File: src/rtl/sd_cic3_decim_if.sv
// Bitstream-in / decimated-word-out bundle for sd_cic3_decim.
// master = bitstream source / sample consumer, slave = the decimator.
interface sd_cic3_decim_if #(
  parameter int OW    = 12,
  parameter int LOG2R = 6
);
  logic                   bs_in;
  logic                   bs_valid;
  logic                   sync;
  logic signed [OW-1:0]   dout;
  logic                   dout_valid;
  logic [LOG2R-1:0]       phase;

  modport master (
    output bs_in, bs_valid, sync,
    input  dout, dout_valid, phase
  );

  modport slave (
    input  bs_in, bs_valid, sync,
    output dout, dout_valid, phase
  );
endinterface

File: src/rtl/sd_cic3_decim.sv
// Third-order CIC (sinc^3) decimator for a 1-bit sigma-delta bitstream, R = 2^LOG2R.
// Define SD_CIC3_DECIM_SAT_EN to clamp the scaled output instead of wrapping it.
module sd_cic3_decim #(
  parameter int OW    = 12,
  parameter int LOG2R = 6
) (
  input  logic             clk,
  input  logic             reset,
  sd_cic3_decim_if.slave   bus
);

  localparam int ACCW = 3*LOG2R + 2;
  localparam int SH   = 3*LOG2R - OW + 1;

`ifdef SD_CIC3_DECIM_SAT_EN
  localparam logic signed [ACCW-1:0] SAT_MAX = ACCW'((1 << (OW-1)) - 1);
  localparam logic signed [ACCW-1:0] SAT_MIN = ~SAT_MAX;
`endif

  logic signed [ACCW-1:0] i1_q, i1_d, i2_q, i2_d, i3_q, i3_d;
  logic signed [ACCW-1:0] d1_q, d1_d, d2_q, d2_d, d3_q, d3_d;
  logic signed [ACCW-1:0] c3_q, c3_d;
  logic [LOG2R-1:0]       phase_q, phase_d;
  logic                   dec_tick_q, dec_tick_d;
  logic                   out_pend_q, out_pend_d;
  logic signed [OW-1:0]   dout_q, dout_d;
  logic                   dout_valid_q, dout_valid_d;

  logic signed [ACCW-1:0] x;
  logic signed [ACCW-1:0] c1, c2, c3;
  logic signed [ACCW-1:0] shifted;
  logic                   comb_en;

  always_comb begin
    i1_d         = i1_q;
    i2_d         = i2_q;
    i3_d         = i3_q;
    d1_d         = d1_q;
    d2_d         = d2_q;
    d3_d         = d3_q;
    c3_d         = c3_q;
    phase_d      = phase_q;
    dout_d       = dout_q;
    dout_valid_d = 1'b0;

    x = bus.bs_in ? ACCW'(1) : '1;

    if (bus.bs_valid) begin
      i1_d    = i1_q + x;
      i2_d    = i2_q + i1_q;
      i3_d    = i3_q + i2_q;
      phase_d = phase_q + LOG2R'(1);
    end
    if (bus.sync) begin
      phase_d = '0;
    end

    dec_tick_d = bus.bs_valid && (phase_q == '1) && !bus.sync;

    // sync on the tick cycle cancels the comb update; history is left untouched
    comb_en    = dec_tick_q && !bus.sync;
    c1         = i3_q - d1_q;
    c2         = c1 - d2_q;
    c3         = c2 - d3_q;
    out_pend_d = comb_en;
    if (comb_en) begin
      d1_d = i3_q;
      d2_d = c1;
      d3_d = c2;
      c3_d = c3;
    end

    shifted = c3_q >>> SH;
    if (out_pend_q) begin
      dout_valid_d = 1'b1;
`ifdef SD_CIC3_DECIM_SAT_EN
      if (shifted > SAT_MAX) begin
        dout_d = OW'(SAT_MAX);
      end else if (shifted < SAT_MIN) begin
        dout_d = OW'(SAT_MIN);
      end else begin
        dout_d = OW'(shifted);
      end
`else
      dout_d = OW'(shifted);
`endif
    end
  end

  always_ff @(posedge clk or negedge reset) begin
    if (!reset) begin
      i1_q         <= '0;
      i2_q         <= '0;
      i3_q         <= '0;
      d1_q         <= '0;
      d2_q         <= '0;
      d3_q         <= '0;
      c3_q         <= '0;
      phase_q      <= '0;
      dec_tick_q   <= 1'b0;
      out_pend_q   <= 1'b0;
      dout_q       <= '0;
      dout_valid_q <= 1'b0;
    end else begin
      i1_q         <= i1_d;
      i2_q         <= i2_d;
      i3_q         <= i3_d;
      d1_q         <= d1_d;
      d2_q         <= d2_d;
      d3_q         <= d3_d;
      c3_q         <= c3_d;
      phase_q      <= phase_d;
      dec_tick_q   <= dec_tick_d;
      out_pend_q   <= out_pend_d;
      dout_q       <= dout_d;
      dout_valid_q <= dout_valid_d;
    end
  end

  assign bus.dout       = dout_q;
  assign bus.dout_valid = dout_valid_q;
  assign bus.phase      = phase_q;

endmodule

File: src/flat_wrapper.sv
// flat-port wrapper written by rule: the top's interface ports become plain ports
module sd_cic3_decim_flat 
#(
  parameter int OW    = 12,
  parameter int LOG2R = 6
)
  (clk, reset, bus_bs_in, bus_bs_valid, bus_sync, bus_dout, bus_dout_valid, bus_phase);
  sd_cic3_decim_if #(.OW(OW), .LOG2R(LOG2R)) bus_i ();
  input  logic clk;
  input  logic reset;
  input wire logic [$bits(bus_i.bs_in)-1:0] bus_bs_in;
  input wire logic [$bits(bus_i.bs_valid)-1:0] bus_bs_valid;
  input wire logic [$bits(bus_i.sync)-1:0] bus_sync;
  output wire logic [$bits(bus_i.dout)-1:0] bus_dout;
  output wire logic [$bits(bus_i.dout_valid)-1:0] bus_dout_valid;
  output wire logic [$bits(bus_i.phase)-1:0] bus_phase;
  assign bus_i.bs_in = bus_bs_in;
  assign bus_i.bs_valid = bus_bs_valid;
  assign bus_i.sync = bus_sync;
  assign bus_dout = bus_i.dout;
  assign bus_dout_valid = bus_i.dout_valid;
  assign bus_phase = bus_i.phase;
  sd_cic3_decim #(.OW(OW), .LOG2R(LOG2R)) u_core (.clk(clk), .reset(reset), .bus(bus_i));
endmodule
File: config.mk
export PLATFORM = sky130hd
export DESIGN_NAME = sd_cic3_decim_flat
export DESIGN_NICKNAME = d
export VERILOG_FILES = /design/src/rtl/sd_cic3_decim_if.sv /design/src/rtl/sd_cic3_decim.sv /design/src/flat_wrapper.sv
export SDC_FILE = /design/constraint.sdc
export NUM_CORES = 1
export LEC_CHECK = 0
export CAP_MARGIN = 20
export CORE_ASPECT_RATIO = 0.7
export CORE_MARGIN = 10
export CORE_UTILIZATION = 60
export CTS_BUF_LIST = sky130_fd_sc_hd__clkbuf_2 sky130_fd_sc_hd__clkbuf_4 sky130_fd_sc_hd__clkbuf_8
export DETAILED_ROUTE_END_ITERATION = 16
export GPL_ROUTABILITY_DRIVEN = 0
export PLACE_DENSITY = 0.76
export SYNTH_ARGS = -nofsm -noshare
export SYNTH_HDL_FRONTEND = slang
export SYNTH_SLANG_ARGS = --single-unit
File: constraint.sdc
create_clock -name clk -period 6.1 [get_ports clk]
set_clock_uncertainty 0.05 [all_clocks]
set_input_delay 1.525 -clock clk [delete_from_list [all_inputs] [get_ports clk]]
set_output_delay 1.525 -clock clk [all_outputs]
set_load 0.05 [all_outputs]
# After elaboration in Yosys (flattened, before gate mapping)
# Index checks and enable logic that the tools add are counted.
[op_classes] addsub=7 eq_ne=1 muxes=4 reduce_logical=5
[ops] operator="20-bit adder" count=3
[ops] operator="19-bit subtractor" count=3
[ops] operator="20-bit two-way mux" count=1
[ops] operator="6-bit two-way mux" count=2
[ops] operator="6-bit by 1-bit adder with 6-bit output, second input constant" count=1
[ops] operator="6-bit == test, second input constant" count=1
[ops] operator="1-bit logical AND" count=3
[ops] operator="2-bit nonzero test" count=1
[ops] operator="1-bit zero test" count=1
[ops] operator="1-bit two-way mux" count=1
[totals] register_bits=157 out_inout_bits=19

# Depth between registers and ports, before layout
# Gate-level depths: netlist of the first run.
[depth] word_depth=3 depth_mapped=26 mapped_depth_nobuf=26

# Least setup slack after synthesis of the first run
# No wires, ideal clock.
[synth_timing] path_type="register to register" start="register u_core.i3_q[7]" end="register u_core.c3_q[18]" setup_time_ns=0.069 arrival_ns=4.917 required_time_ns=5.981 path_slack_ns=1.065 path_stages_with_launch=24 n_path_buf=0 synth_period_minus_slack_ns=5.035 path_cell_list="dfrtp_1 ha_1 a21o_1 a221oi_2 a21boi_0 nand2_1 a21o_1 a21oi_1 xnor2_1 ha_1 nand3_1 a211oi_1 o41a_1 nor2_1 xnor2_1 ha_1 a21oi_1 o21ai_0 or3_1 a41oi_1 o21ai_0 nor4bb_1 or4_1 nand3_1"
[synth_between] elab_chain_len=3
[synth_rtl] element="start, declared" line="sd_cic3_decim.sv:20" text="logic signed [ACCW-1:0] i1_q, i1_d, i2_q, i2_d, i3_q, i3_d;"
[synth_rtl] element="start signal, assigned" line="sd_cic3_decim.sv:107" text="i3_q <= i3_d;"
[synth_rtl] element="19-bit subtractor" line="sd_cic3_decim.sv:62" text="c1 = i3_q - d1_q;"
[synth_rtl] element="named net u_core.c1[11]" line="sd_cic3_decim.sv:30" text="logic signed [ACCW-1:0] c1, c2, c3;"
[synth_rtl] element="19-bit subtractor" line="sd_cic3_decim.sv:63" text="c2 = c1 - d2_q;"
[synth_rtl] element="named net u_core.c2[13]" line="sd_cic3_decim.sv:30"
[synth_rtl] element="19-bit subtractor" line="sd_cic3_decim.sv:64" text="c3 = c2 - d3_q;"
[synth_rtl] element="end signal, assigned" line="sd_cic3_decim.sv:98" text="c3_q <= '0;"
[synth_rtl] element="end signal, assigned" line="sd_cic3_decim.sv:111" text="c3_q <= c3_d;"
[synth_rtl] element="end, declared" line="sd_cic3_decim.sv:22" text="logic signed [ACCW-1:0] c3_q, c3_d;"
# The timed path passes the listed nets, and every way through them passes these cells.
# A chain may end at the register's enable or synchronous reset.

# Final worst setup path of the first run
# Ends and elaborated chain as after synthesis.

==> results of run 1 <==
==> cell usage in the layout, fill, tap and decap left out, drive strengths merged, types with 3 or more instances in the layout <==
cell type / n
xor2: 31
o31a: 4
a211oi: 9
or2: 5
nor3: 23
inv: 91
a41oi: 4
nor2: 57
a21o: 30
clkdlybuf4s50: 21
ha: 107
o211ai: 12
clkbuf: 19
xnor2: 52
o21bai: 6
a31oi: 3
and2: 8
o31ai: 3
nor2b: 15
mux2i: 5
fa: 5
o21ai: 94
mux2: 75
nand3: 12
o21a: 13
or3: 12
dfrtp: 147
buf: 8
a21boi: 11
a21oi: 65
o2bb2ai: 3
nand4: 5
nand2b: 15
and3: 8
clkinv: 8
a21bo: 3
nand2: 95
==> final cells by class <==
cell class	instances	area [um2]	area share [%]
flip-flops and latches	147	3680	33.1
clock inverters	12	131	1.18
inverters	90	338	3.04
clock buffers	19	262	2.36
repair buffers	29	272	2.45
multi-input cells	822	6140	55.3
well taps	225	282	2.54
==> through the flow <==
step	setup WS [ns]	power, uW	hold WS (ns)	area (um2)
2_1_floorplan	1.06	4870	0.357	10200
3_3_place_gp	0.702	5550	0.412	10700
3_5_place_dp	0.442	5660	0.415	10700
4_1_cts	0.411	6470	0.434	11100
5_1_grt	0.0182	7150	0.450	11100
6_report	0.459	6500	0.432	11100
==> logic make-up after synthesis <==
group / count (synthesis) / share of synthesized area [%]
AOI/OAI and AO/OA: 281 / 17.4
and+or+nand+nor: 266 / 12.6
DFF: 147 / 35.9
buffers and inverters: 117 / 4.30
adders and majority gates: 112 / 14.0
xor gates and xnor gates: 83 / 7.09
muxes: 80 / 8.73
==> power groups by stage <==
stage	Combinational, uW	Sequential (uW)	Clock (uW)
3_3_place_gp	4150	1400	0
4_1_cts	4290	1390	788
2_1_floorplan	3520	1360	0
5_1_grt	4890	1420	830
3_5_place_dp	4250	1410	0
6_report	4340	1390	773
==> worst max-delay path, cell delays in order, from the launching register on <==
cell	delay, ns
dfrtp_1	0.42
ha_1	0.35
a21o_1	0.21
a221oi_2	0.33
a21boi_0	0.28
nand2_1	0.13
a21o_1	0.21
a21oi_1	0.17
xnor2_1	0.11
ha_1	0.39
nand3_1	0.15
a211oi_1	0.35
o41a_1	0.25
nor2_1	0.06
xnor2_1	0.18
ha_1	0.33
a21oi_1	0.15
o21ai_0	0.11
or3_1	0.34
a41oi_2	0.25
o21ai_0	0.12
nor4bb_1	0.16
or4_1	0.40
nand3_1	0.10
==> layer usage <==
| layer | GRT usage [%] | part of all wire [%] |
|---|---|---|
| met1 | 25.9 | 54 |
| met2 | 26.3 | 41 |
| met3 | 3.80 | 3.7 |
| met4 | 3.38 | 0.69 |
| met5 | 0 | 0 |
==> worst min path at each step <==
| stage | from | end | cells after the start |
|---|---|---|---|
| floorplan | u_core.out_pend_q | u_core.bus.dout_valid | 0 |
| global placement | u_core.c3_q[9] | u_core.c3_q[9] | 2 |
| detailed placement | u_core.c3_q[14] | u_core.c3_q[14] | 2 |
| CTS | u_core.c3_q[14] | u_core.c3_q[14] | 2 |
| global route | u_core.c3_q[8] | u_core.c3_q[8] | 2 |
| finish | u_core.c3_q[14] | u_core.c3_q[14] | 2 |
==> repair_timing <==
action                                  CTS  global route
setup buffers                             0             0
resized for setup                         0             2
endpoints found under the setup margin    0             1
hold endpoints to repair                  0             0
==> sequential cells by signal, summed over array words and instances, names as in the netlist <==
| signal | count |
|---|---|
| u_core.bus.dout | 12 |
| u_core.bus.dout_valid | 1 |
| u_core.bus.phase | 6 |
| u_core.c3_q | 12 |
| u_core.d1_q | 19 |
| u_core.d2_q | 19 |
| u_core.d3_q | 19 |
| u_core.dec_tick_q | 1 |
| u_core.i1_q | 19 |
| u_core.i2_q | 19 |
| u_core.i3_q | 19 |
| u_core.out_pend_q | 1 |
==> impl_metrics.yaml, run 1 <==
global_routing:
  track_usage_pct: 17.7
  antenna_found_initial: 0
  grt_overflow: 0
  grt_max_degree: 71
  grt_pass1_vias: 7223
  grt_pass1_wl_mm: 33.9
cells_and_area:
  area_delta_synth_final_pct: 8.30
  fin_nets: 1224
  fin_cells: 1344
  final_core_util_pct: 67.1
  antenna_cells: 0
  fillers: 1313
  drive_gt1_share_pct: 11.9
setup_path:
  critPathCaptureType: "flop"
  cp-start-kind: "flop"
  r2r_start: "u_core.i3_q[7]"
  cp_max_fo: 5
  startpoint: "u_core.i3_q[7]"
  crit_arrival_ns: 5.98
  crit_end: "u_core.c3_q[18]"
  r2r_setup_slack_ns: 0.46
  crit_required_ns: 6.44
  r2r_cells: 23
  crit_type: "reg -> reg"
  reg2reg_to: "u_core.c3_q[18]"
synth:
  synthArstFlopShare_pct: 100
  synthFlopType: "dfrtp_1"
  yosysWarnings: 0
  yosysMostFrequentCell: "dfrtp_1"
  yosys-top-cells-area: "dfrtp_1 36%, ha_1 13%, mux2_2 8.2%"
  synthCells: 1086
  syn_area_per_cell_um2: 9.44
  ys_types: 62
  synth_common_cells: "147 x dfrtp_1, 107 x ha_1, 95 x nand2_1"
  syn_area_um2: 10200
  synth_top_area_share_pct: 35.9
  yosys.area.top_type: "dfrtp_1"
  synth_edf_count: 0
  mappedNetlistNets: 1203
  ys_seq_area_share_pct: 35.9
  ys_ff_latch: 147
outcome:
  status: "completed"
sta:
  hold_violations: 0
  slew_violations: 0
  min_period_ns: 5.64
  max_freq_mhz: 177
  period_share_pct: 92.5
  rsz0062_at_grt: "no"
  fin_setup_tns_ns: 0
  setup_viol: 0
  tightest_slew_ns: 0.989
  slew_headroom_pct: 34.1
die:
  ios: 24
  std_cell_rows: 39
  dieHeight_um: 129
  die-width_um: 176
  coreArea_um2: 16500
  initial_core_util_pct: 61.9
  die_area_um2: 22800
clocking:
  numClockSinks: 147
  ctsHoldBuffers: 0
  cts_tree: "done"
  clockBufferDepth: 2
  clock_latency_ns: 0.46
  clk_pin_slew_worst_paths_ns: 0.08
  cts_htree_levels: 4
  cts_made_buffers: 17
  root_buffer: "clkbuf_8"
routing:
  ant_nets: 0
  avgViaCountPerCell: 5.68
  drt-total-wl_mm: 19.7
  drc_errors: 0
  drt_iter0_markers: 561
  vias: 7636
  first_pass_iters: 5
  wl_per_cell_um: 14.6
power_and_ir_drop:
  p_int_uw: 3610
  p_switching_uw: 2890
  power_frac_clock_pct: 11.9
  switching_share_pct: 44.5
  p_comb_share_pct: 66.7
  pwr-share-seq_pct: 21.4
  p_leak_uw: 0.00519
  powerDensity_nw_per_um2: 586
  ir_worst_vdd_uv: 348
min_path:
  min_path_type: "reg -> reg"
placement:
  numPortBuffers: 23
  placed_cells: 1313
  dp_hpwl_mm: 14.5
job:
  drv_cap: 0
(Power assumes the default switching activity.)
==> inputs of run 2 (changes only) <==
GPL_TIMING_DRIVEN = 0   (was not set)
==> run 2 against run 1 <==
Compared with the run above: count of clock-buffer cells in the layout rose by 3; via count rose by 2.8%; sequential power hardly changed; clock power shrank 4.3%; die area stayed put; maximum frequency fell by 0.85%; register-to-register slack got worse by 0.05 ns; global-route usage up 1.3 points; worst setup slack got worse by 0.049 ns; worst hold slack worse by 0.021 ns; combinational power barely moved; power shrank 0.27%.
==> impl_metrics.yaml, run 2 (same netlist as run 1, synthesis figures left out) <==
die:
  dieHeight_um: 129
  coreArea_um2: 16500
  std_cell_rows: 39
  die_area_um2: 22800
  ios: 24
  initial_core_util_pct: 61.9
  die-width_um: 176
cells_and_area:
  fillers: 1331
  antenna_cells: 0
  fin_cells: 1364
  seq_area_um2: 3680
  area_delta_synth_final_pct: 8.93
  layout_commonest_cell: "dfrtp_1"
  final_cell_mix: "147 x dfrtp_1, 107 x ha_1, 95 x nand2_1, 91 x o21ai_0, 90 x inv_1"
  final_core_util_pct: 67.5
  fin_nets: 1245
  drive_gt1_share_pct: 11.2
  multi_input_area_um2: 6140
setup_path:
  crit_type: "reg -> reg"
  critPathCaptureType: "flop"
  crit_arrival_ns: 6.03
  cp-start-kind: "flop"
  cp_max_fo: 6
  crit_required_ns: 6.44
clocking:
  cts_tree: "done"
  clockBufferDepth: 2
  numClockSinks: 147
  cts_made_buffers: 17
  root_buffer: "clkbuf_8"
  clock_latency_ns: 0.46
  cts_htree_levels: 4
  clk_pin_slew_worst_paths_ns: 0.07
  ctsHoldBuffers: 0
placement:
  dp_hpwl_mm: 16.0
  numPortBuffers: 21
  placed_cells: 1333
sta:
  hold_ws_ns: 0.411
  rsz0062_at_grt: "no"
  slew_violations: 0
  min_period_ns: 5.69
  hold_violations: 0
  period_share_pct: 93.3
  max_freq_mhz: 176
  tightest_slew_ns: 0.795
  setup_viol: 0
  slew_headroom_pct: 46.9
power_and_ir_drop:
  p_leak_uw: 0.00520
  powerDensity_nw_per_um2: 581
  ir_worst_vdd_uv: 313
outcome:
  status: "completed"
global_routing:
  grt_max_degree: 83
  grt_pass1_vias: 7679
  track_usage_pct: 19.0
  grt_overflow: 0
  antenna_found_initial: 0
  grt_pass1_wl_mm: 36.2
job:
  drv_cap: 0
routing:
  ant_nets: 0
  drt_iter0_markers: 588
  drc_errors: 0
  avgViaCountPerCell: 5.75
  drt-total-wl_mm: 21.0
  wl_per_cell_um: 15.4
  vias: 7846
  first_pass_iters: 5
min_path:
  min_path_type: "reg -> reg"
==> run 2: path summary, 6_finish.rpt <==
path	from	to	slack [ns]	cells past startpoint
setup / recovery	u_core.i3_q[0]	u_core.c3_q[18]	0.41	25
hold / removal	u_core.out_pend_q	u_core.bus.dout_valid	0.41	0
setup reg to reg	u_core.i3_q[0]	u_core.c3_q[18]	0.41	25
hold reg to reg	u_core.out_pend_q	u_core.bus.dout_valid	0.41	0
max in group asynchronous	reset	u_core.i3_q[0]	4.16	2
min in group asynchronous	reset	u_core.bus.dout[9]	1.00	1
==> run 2: area by class of cell <==
cell class / instances / share of cell area [%]
Sequential cell: 147 / 33.0
Clock buffer: 22 / 2.66
Timing Repair Buffer: 23 / 2.21
Multi-Input combinational cell: 822 / 55.0
Inverter: 90 / 3.03
Tap cell: 225 / 2.52
Clock inverter: 8 / 0.695
Buffer: 27 / 0.919
==> run 2: layer usage <==
layer,track usage [%],vias to the layer above,routed length (um)
li1,-,3923,-
met1,28.0,3793,11200
met2,28.4,114,8820
met3,3.69,16,836
met4,3.73,0,167
met5,0,-,0
==> run 2: report_power, final <==
group          switching (uW)  total, uW  internal, uW
Sequential                196       1390          1190
Clock                     374        740           365
Combinational            2320       4350          2030
==> run 2: stage by stage <==
step / cell area (um2) / total power [uW] / TNS, ns / setup WS (ns)
after floorplan: 10200 / 4870 / 0 / 1.06
after global placement: 10700 / 5520 / -378.24 / -2.59
after detailed placement: 10800 / 5670 / 0 / 0.443
after CTS: 11100 / 6450 / 0 / 0.289
after global routing: 11200 / 7120 / 0 / 0.0253
final: 11200 / 6480 / 0 / 0.410
==> run 2: repair_timing <==
item                                    4_1_cts  5_1_grt
endpoints found under the setup margin        0        2
buffers inserted                              0        1
resized for setup                             0        5
==> run 2: worst max-delay path, cell delays in order, from the launching register on <==
cell,delay [ns]
dfrtp_1,0.35
inv_1,0.07
ha_1,0.21
fa_1,0.41
nor2b_1,0.17
o31a_1,0.24
o21ai_0,0.10
nand2b_1,0.11
xor2_1,0.20
ha_1,0.35
a21o_1,0.21
a21o_1,0.17
a21oi_1,0.22
nor2_1,0.09
o41a_1,0.40
nor2_1,0.14
xnor2_1,0.18
ha_1,0.34
a21oi_1,0.14
o21ai_0,0.12
or3_1,0.34
a41oi_2,0.23
o21ai_0,0.12
nor4bb_1,0.16
or4_1,0.40
nand3_1,0.09
==> inputs of run 3 (changes only) <==
CORE_UTILIZATION = 45   (was 60)
DONT_BUFFER_PORTS = 1   (was not set)
PLACE_DENSITY = 0.58   (was 0.76)
==> run 3 against run 2 <==
Compared with the run above: first-iteration DRC count down 24%; register-to-register slack better by 0.02 ns; worst setup slack better by 0.025 ns; clock power up 4.1%; flip-flop and latch count unchanged; critical path depth unchanged.
==> impl_metrics.yaml, run 3 (same netlist as run 1, synthesis figures left out) <==
min_path:
  min_path_cells: 0
  min_path_type: "reg -> reg"
setup_path:
  crit_arrival_ns: 6.01
  cpMaxStageDelayCell: "fa_1"
  crit_type: "reg -> reg"
  cp-start-kind: "flop"
  r2r_start: "u_core.i3_q[0]"
  cp_num_cells: 25
  critPathCaptureType: "flop"
  cp_slowest_stage_delay_ns: 0.41
  crit_end: "u_core.c3_q[18]"
  crit_required_ns: 6.44
  r2r_cells: 25
  critPathTopFamily: "compound AO/OA/AOI/OAI gates"
  crit_buf_inv: 1
  startpoint: "u_core.i3_q[0]"
  reg2reg_to: "u_core.c3_q[18]"
  cp_max_fo: 6
  r2r_setup_slack_ns: 0.43
clocking:
  numClockSinks: 147
  cts_made_buffers: 17
  clockBufferDepth: 2
  cts_tree: "done"
  clock_latency_ns: 0.46
  root_buffer: "clkbuf_8"
  clk_pin_slew_worst_paths_ns: 0.08
  cts_htree_levels: 4
power_and_ir_drop:
  p_leak_uw: 0.00512
  ir_worst_vdd_uv: 217
  powerDensity_nw_per_um2: 583
global_routing:
  track_usage_pct: 14.7
  grt_pass1_vias: 7183
  grt_max_degree: 148
  grt_overflow: 0
  antenna_found_initial: 0
  grt_pass1_wl_mm: 35.9
routing:
  drt-total-wl_mm: 21.0
  avgViaCountPerCell: 5.26
  drt_iter0_markers: 446
  first_pass_iters: 5
  drc_errors: 0
  ant_nets: 0
  wl_per_cell_um: 14.7
  vias: 7523
die:
  dieHeight_um: 146
  initial_core_util_pct: 45.5
  die_area_um2: 29300
  coreArea_um2: 22500
  std_cell_rows: 46
  die-width_um: 200
  ios: 24
sta:
  rsz0062_at_grt: "no"
  hold_violations: 0
  max_freq_mhz: 177
  slew_headroom_pct: 46.4
  period_share_pct: 92.9
  slew_violations: 0
  setup_viol: 0
  fin_setup_tns_ns: 0
  min_period_ns: 5.67
  tightest_slew_ns: 0.783
  setup_ws_ns: 0.435
cells_and_area:
  drive_gt1_share_pct: 11.3
  area_delta_synth_final_pct: 7.64
  antenna_cells: 0
  layout_commonest_cell: "dfrtp_1"
  final_cell_mix: "147 x dfrtp_1, 107 x ha_1, 95 x nand2_1, 91 x o21ai_0, 90 x inv_1"
  fillers: 2137
  fin_nets: 1222
job:
  drv_cap: 0
placement:
  dp_hpwl_mm: 15.8
  numPortBuffers: 0
  post-place-ws_ns: 0.392
outcome:
  status: "completed"
[run 3: through the flow]
| step | std cells | instance area, um2 | hold WS (ns) | total power (uW) | utilization, % |
|---|---|---|---|---|---|
| 5_1_grt | 1429 | 11000 | 0.443 | 7140 | 49.0 |
| 6_report | 1429 | 11000 | 0.419 | 6430 | 49.0 |
| 3_3_place_gp | 1398 | 10600 | 0.414 | 5570 | 47.3 |
| 2_1_floorplan | 1086 | 10200 | 0.357 | 4870 | - |
| 3_5_place_dp | 1398 | 10600 | 0.409 | 5620 | 47.3 |
| 4_1_cts | 1429 | 11000 | 0.426 | 6440 | 49.0 |
[run 3: how the worst min path moves through the flow]
| stage | start | endpoint | slack (ns) |
|---|---|---|---|
| 5_1_grt | u_core.out_pend_q | u_core.bus.dout_valid | 0.44 |
| 2_1_floorplan | u_core.out_pend_q | u_core.bus.dout_valid | 0.36 |
| 4_1_cts | u_core.out_pend_q | u_core.bus.dout_valid | 0.43 |
| 3_5_place_dp | u_core.out_pend_q | u_core.bus.dout_valid | 0.41 |
| 3_3_place_gp | u_core.c3_q[8] | u_core.c3_q[8] | 0.41 |
| 6_report | u_core.out_pend_q | u_core.bus.dout_valid | 0.42 |
[run 3: what timing repair did]
item	in CTS	in global routing
resized for setup	0	4
buffers inserted	0	0
hold buffers	0	0
endpoints found under the setup margin	0	2
[run 3: layer usage]
layer | vias to the layer above | GRT usage, % | part of all wire, %
li1 | 3875 | - | -
met1 | 3543 | 23.0 | 58
met2 | 91 | 19.6 | 37
met3 | 14 | 2.94 | 3.7
met4 | 0 | 3.85 | 0.92
met5 | - | 0 | 0
[run 3: area by class of cell]
type / count / area [um2] / area share [%]
Clock buffer: 26 / 302 / 2.73
Tap cell: 312 / 390 / 3.54
Sequential cell: 147 / 3680 / 33.3
Inverter: 90 / 338 / 3.06
Multi-Input combinational cell: 822 / 6140 / 55.7
Clock inverter: 5 / 78.8 / 0.715
Buffer: 27 / 103 / 0.930
[run 3: where the power goes]
part	leakage [uW]	total [uW]	internal [uW]	switching [uW]
combinational	0.00312	4270	2020	2250
sequential	0.00180	1390	1190	198
clock	0.000204	770	402	369
==> RTL change (settings of run 3) <==
Add a define of `SD_CIC3_DECIM_SAT_EN`.
--- a/src/rtl/sd_cic3_decim.sv
+++ b/src/rtl/sd_cic3_decim.sv
@@ -1,5 +1,7 @@
 // Third-order CIC (sinc^3) decimator for a 1-bit sigma-delta bitstream, R = 2^LOG2R.
 // Define SD_CIC3_DECIM_SAT_EN to clamp the scaled output instead of wrapping it.
+`define SD_CIC3_DECIM_SAT_EN
+
 module sd_cic3_decim #(
   parameter int OW    = 12,
   parameter int LOG2R = 6
Formal check against the unedited RTL: no difference found for any inputs over 10 cycles, from zero or initial values and one cycle with reset low; that may be too few to reach the edited logic, so the function may still have changed.
==> RTL change against run 3 <==
Clock power rose by 1%; worst setup slack got worse by 0.022 ns; total power fell by 7.5%; design area grew 3.6%; wire length grew 5.7%; sequential cell count up 7; synthesized area up 3.7%; critical endpoint is now u_core.c3_q[19].
==> RTL change: results (changes against run 3) <==
[min_path] path class of the lowest-slack min-delay path reg2reg
[layout] proportion of layout cells with a drive suffix above 1 9.207% [-2.1 points]
[route] DR WL met3 914 µm [+18%]
[synthesis] leading post-synthesis cells by instance count 154 x dfrtp_1, 113 x ha_1, 110 x o21ai_0, 104 x nand2_1, 92 x inv_1
[sta] setup_tns 0 ns [unchanged]
[worst_setup_path] worst-path maximum fanout 5 [-1]
[cts] later-pin clock latency in the skew report 0.48 ns [+0.02 ns]
[placement] estimated wirelength of the detail-placed design 16790 µm [+6.3%]
[cts] Clock Path Buffers 2 [unchanged]
[synthesis] post-synthesis sequential area ratio 36.26% [+0.36 points]
[cts] number of hold-repair buffers added at the cts stage 0 [unchanged]
[power] total leakage power 5.400 nW [+5.5%]
[power] Max rail drop VDD 0.2154 mV [-0.80%]
[synthesis] cells taking the most area after synthesis dfrtp_1 36%, ha_1 13%, mux2_2 6.1%
[placement] count of input and output buffers 0 [unchanged]
[min_path] Worst Hold Depth 0 [unchanged]
[grt] antenna violations before repair 0 [unchanged]
[grt] first-pass GRT wire length 37660 µm [+4.8%]
[synthesis] syn nets 1265 [+5.2%]
[route] First-pass DRT Iterations 5 [unchanged]
[route] detail-routed net length per standard cell 14.96 µm [+1.7%]
[synthesis] yosys synthesis warning count 0 [unchanged]
[grt] via count of the first global-routing pass 7391 [+2.9%]
[route] WL met1 12680 µm [+4.0%]
[route] Top Layer Used met4
[cts] CTS Root Buffer Type clkbuf_8
[worst_setup_path] R2R cell count 29 [+16%]
[worst_setup_path] largest stage delay on the critical path 0.38 ns [-0.03 ns]
[route] met2 wire length 8428 µm [+7.3%]
[route] via density per instance 5.345 [+1.5%]
[grt] Tot GR Track Use 15.17% [+0.48 points]
[sta] worst slew pin tran 0.8453 ns [+0.06182 ns]
[route] DRC violation total after the first TritonRoute iteration 492 [+10%]
[worst_setup_path] slowest library cell on the worst path dfrtp_1
[status] result of the run finished, final reports clean
[grt] maximum number of pins on one net before global-route repair 155 [+4.7%]
[worst_setup_path] Largest delay share family, worst path simple AND/OR/NAND/NOR gates
[synthesis] post-synthesis async set-or-reset flop share 100.0% [unchanged]
[layout] final-stage net count 1284 [+5.1%]
[worst_setup_path] Arrival @ worst endpoint 5.97 ns [-0.04 ns]
[placement] post-place instance area 11020 µm² [+3.6%]
[layout] count of inserted antenna diode cells 0 [unchanged]
[synthesis] distinct cell type count of the synthesized netlist 58 [-6.5%]
[cts] CTS HTree Levels 4 [unchanged]
[cts] clock edge transition at the registers on the reported setup and hold paths 0.08 ns [about the same]
## RTL change: logic make-up after synthesis
family / Yosys count / synth area share [%]
compound gates: 319 / 18.45
xor+xnor: 95 / 7.828
fa+ha+maj: 129 / 15.28
buf+inv: 124 / 4.379
flops: 154 / 36.26
mux: 61 / 6.474
simple gates: 260 / 11.34
## RTL change: area by class of cell
type | count | area, µm²
Tap cell | 312 | 390.4
Multi-Input combinational cell | 864 | 6331
Fill cell | 2169 | 11540
Clock inverter | 12 | 122.6
Clock buffer | 19 | 261.5
Buffer | 31 | 116.4
Sequential cell | 154 | 3854
Inverter | 93 | 349.1
## RTL change: routing by layer
layer	vias up	GRT usage, %
li1	4067	-
met1	3745	23.96
met4	0	4.128
met5	-	0
met3	14	3.190
met2	112	19.72
## RTL change: path summary, 6_finish.rpt
check | startpoint | end | slack [ns]
min in group asynchronous | reset | u_core.bus.dout_valid | 0.69
worst min register to register | u_core.out_pend_q | u_core.bus.dout_valid | 0.41
worst max-delay path | u_core.i3_q[0] | u_core.c3_q[19] | 0.41
max in group asynchronous | reset | u_core.i2_q[4] | 5.11
worst min-delay path | u_core.out_pend_q | u_core.bus.dout_valid | 0.41
worst max register to register | u_core.i3_q[0] | u_core.c3_q[19] | 0.41
## RTL change: timing repair
action                                  4_1_cts  5_1_grt
gates resized for setup                       0        4
hold endpoints to repair                      0        0
endpoints found under the setup margin        0        3
## RTL change: where the power goes
group,internal [mW],switching (mW)
registers,1.25,0.201
clock network,0.380,0.402
logic,1.78,1.94
## RTL change: metrics by stage
stage | setup slack (ns) | instances
after floorplan | 1.040 | 1142
after global placement | 0.2445 | 1454
after detailed placement | 0.1693 | 1454
after CTS | 0.1277 | 1485
after global routing | -0.01707 | 1485
final | 0.4127 | 1485
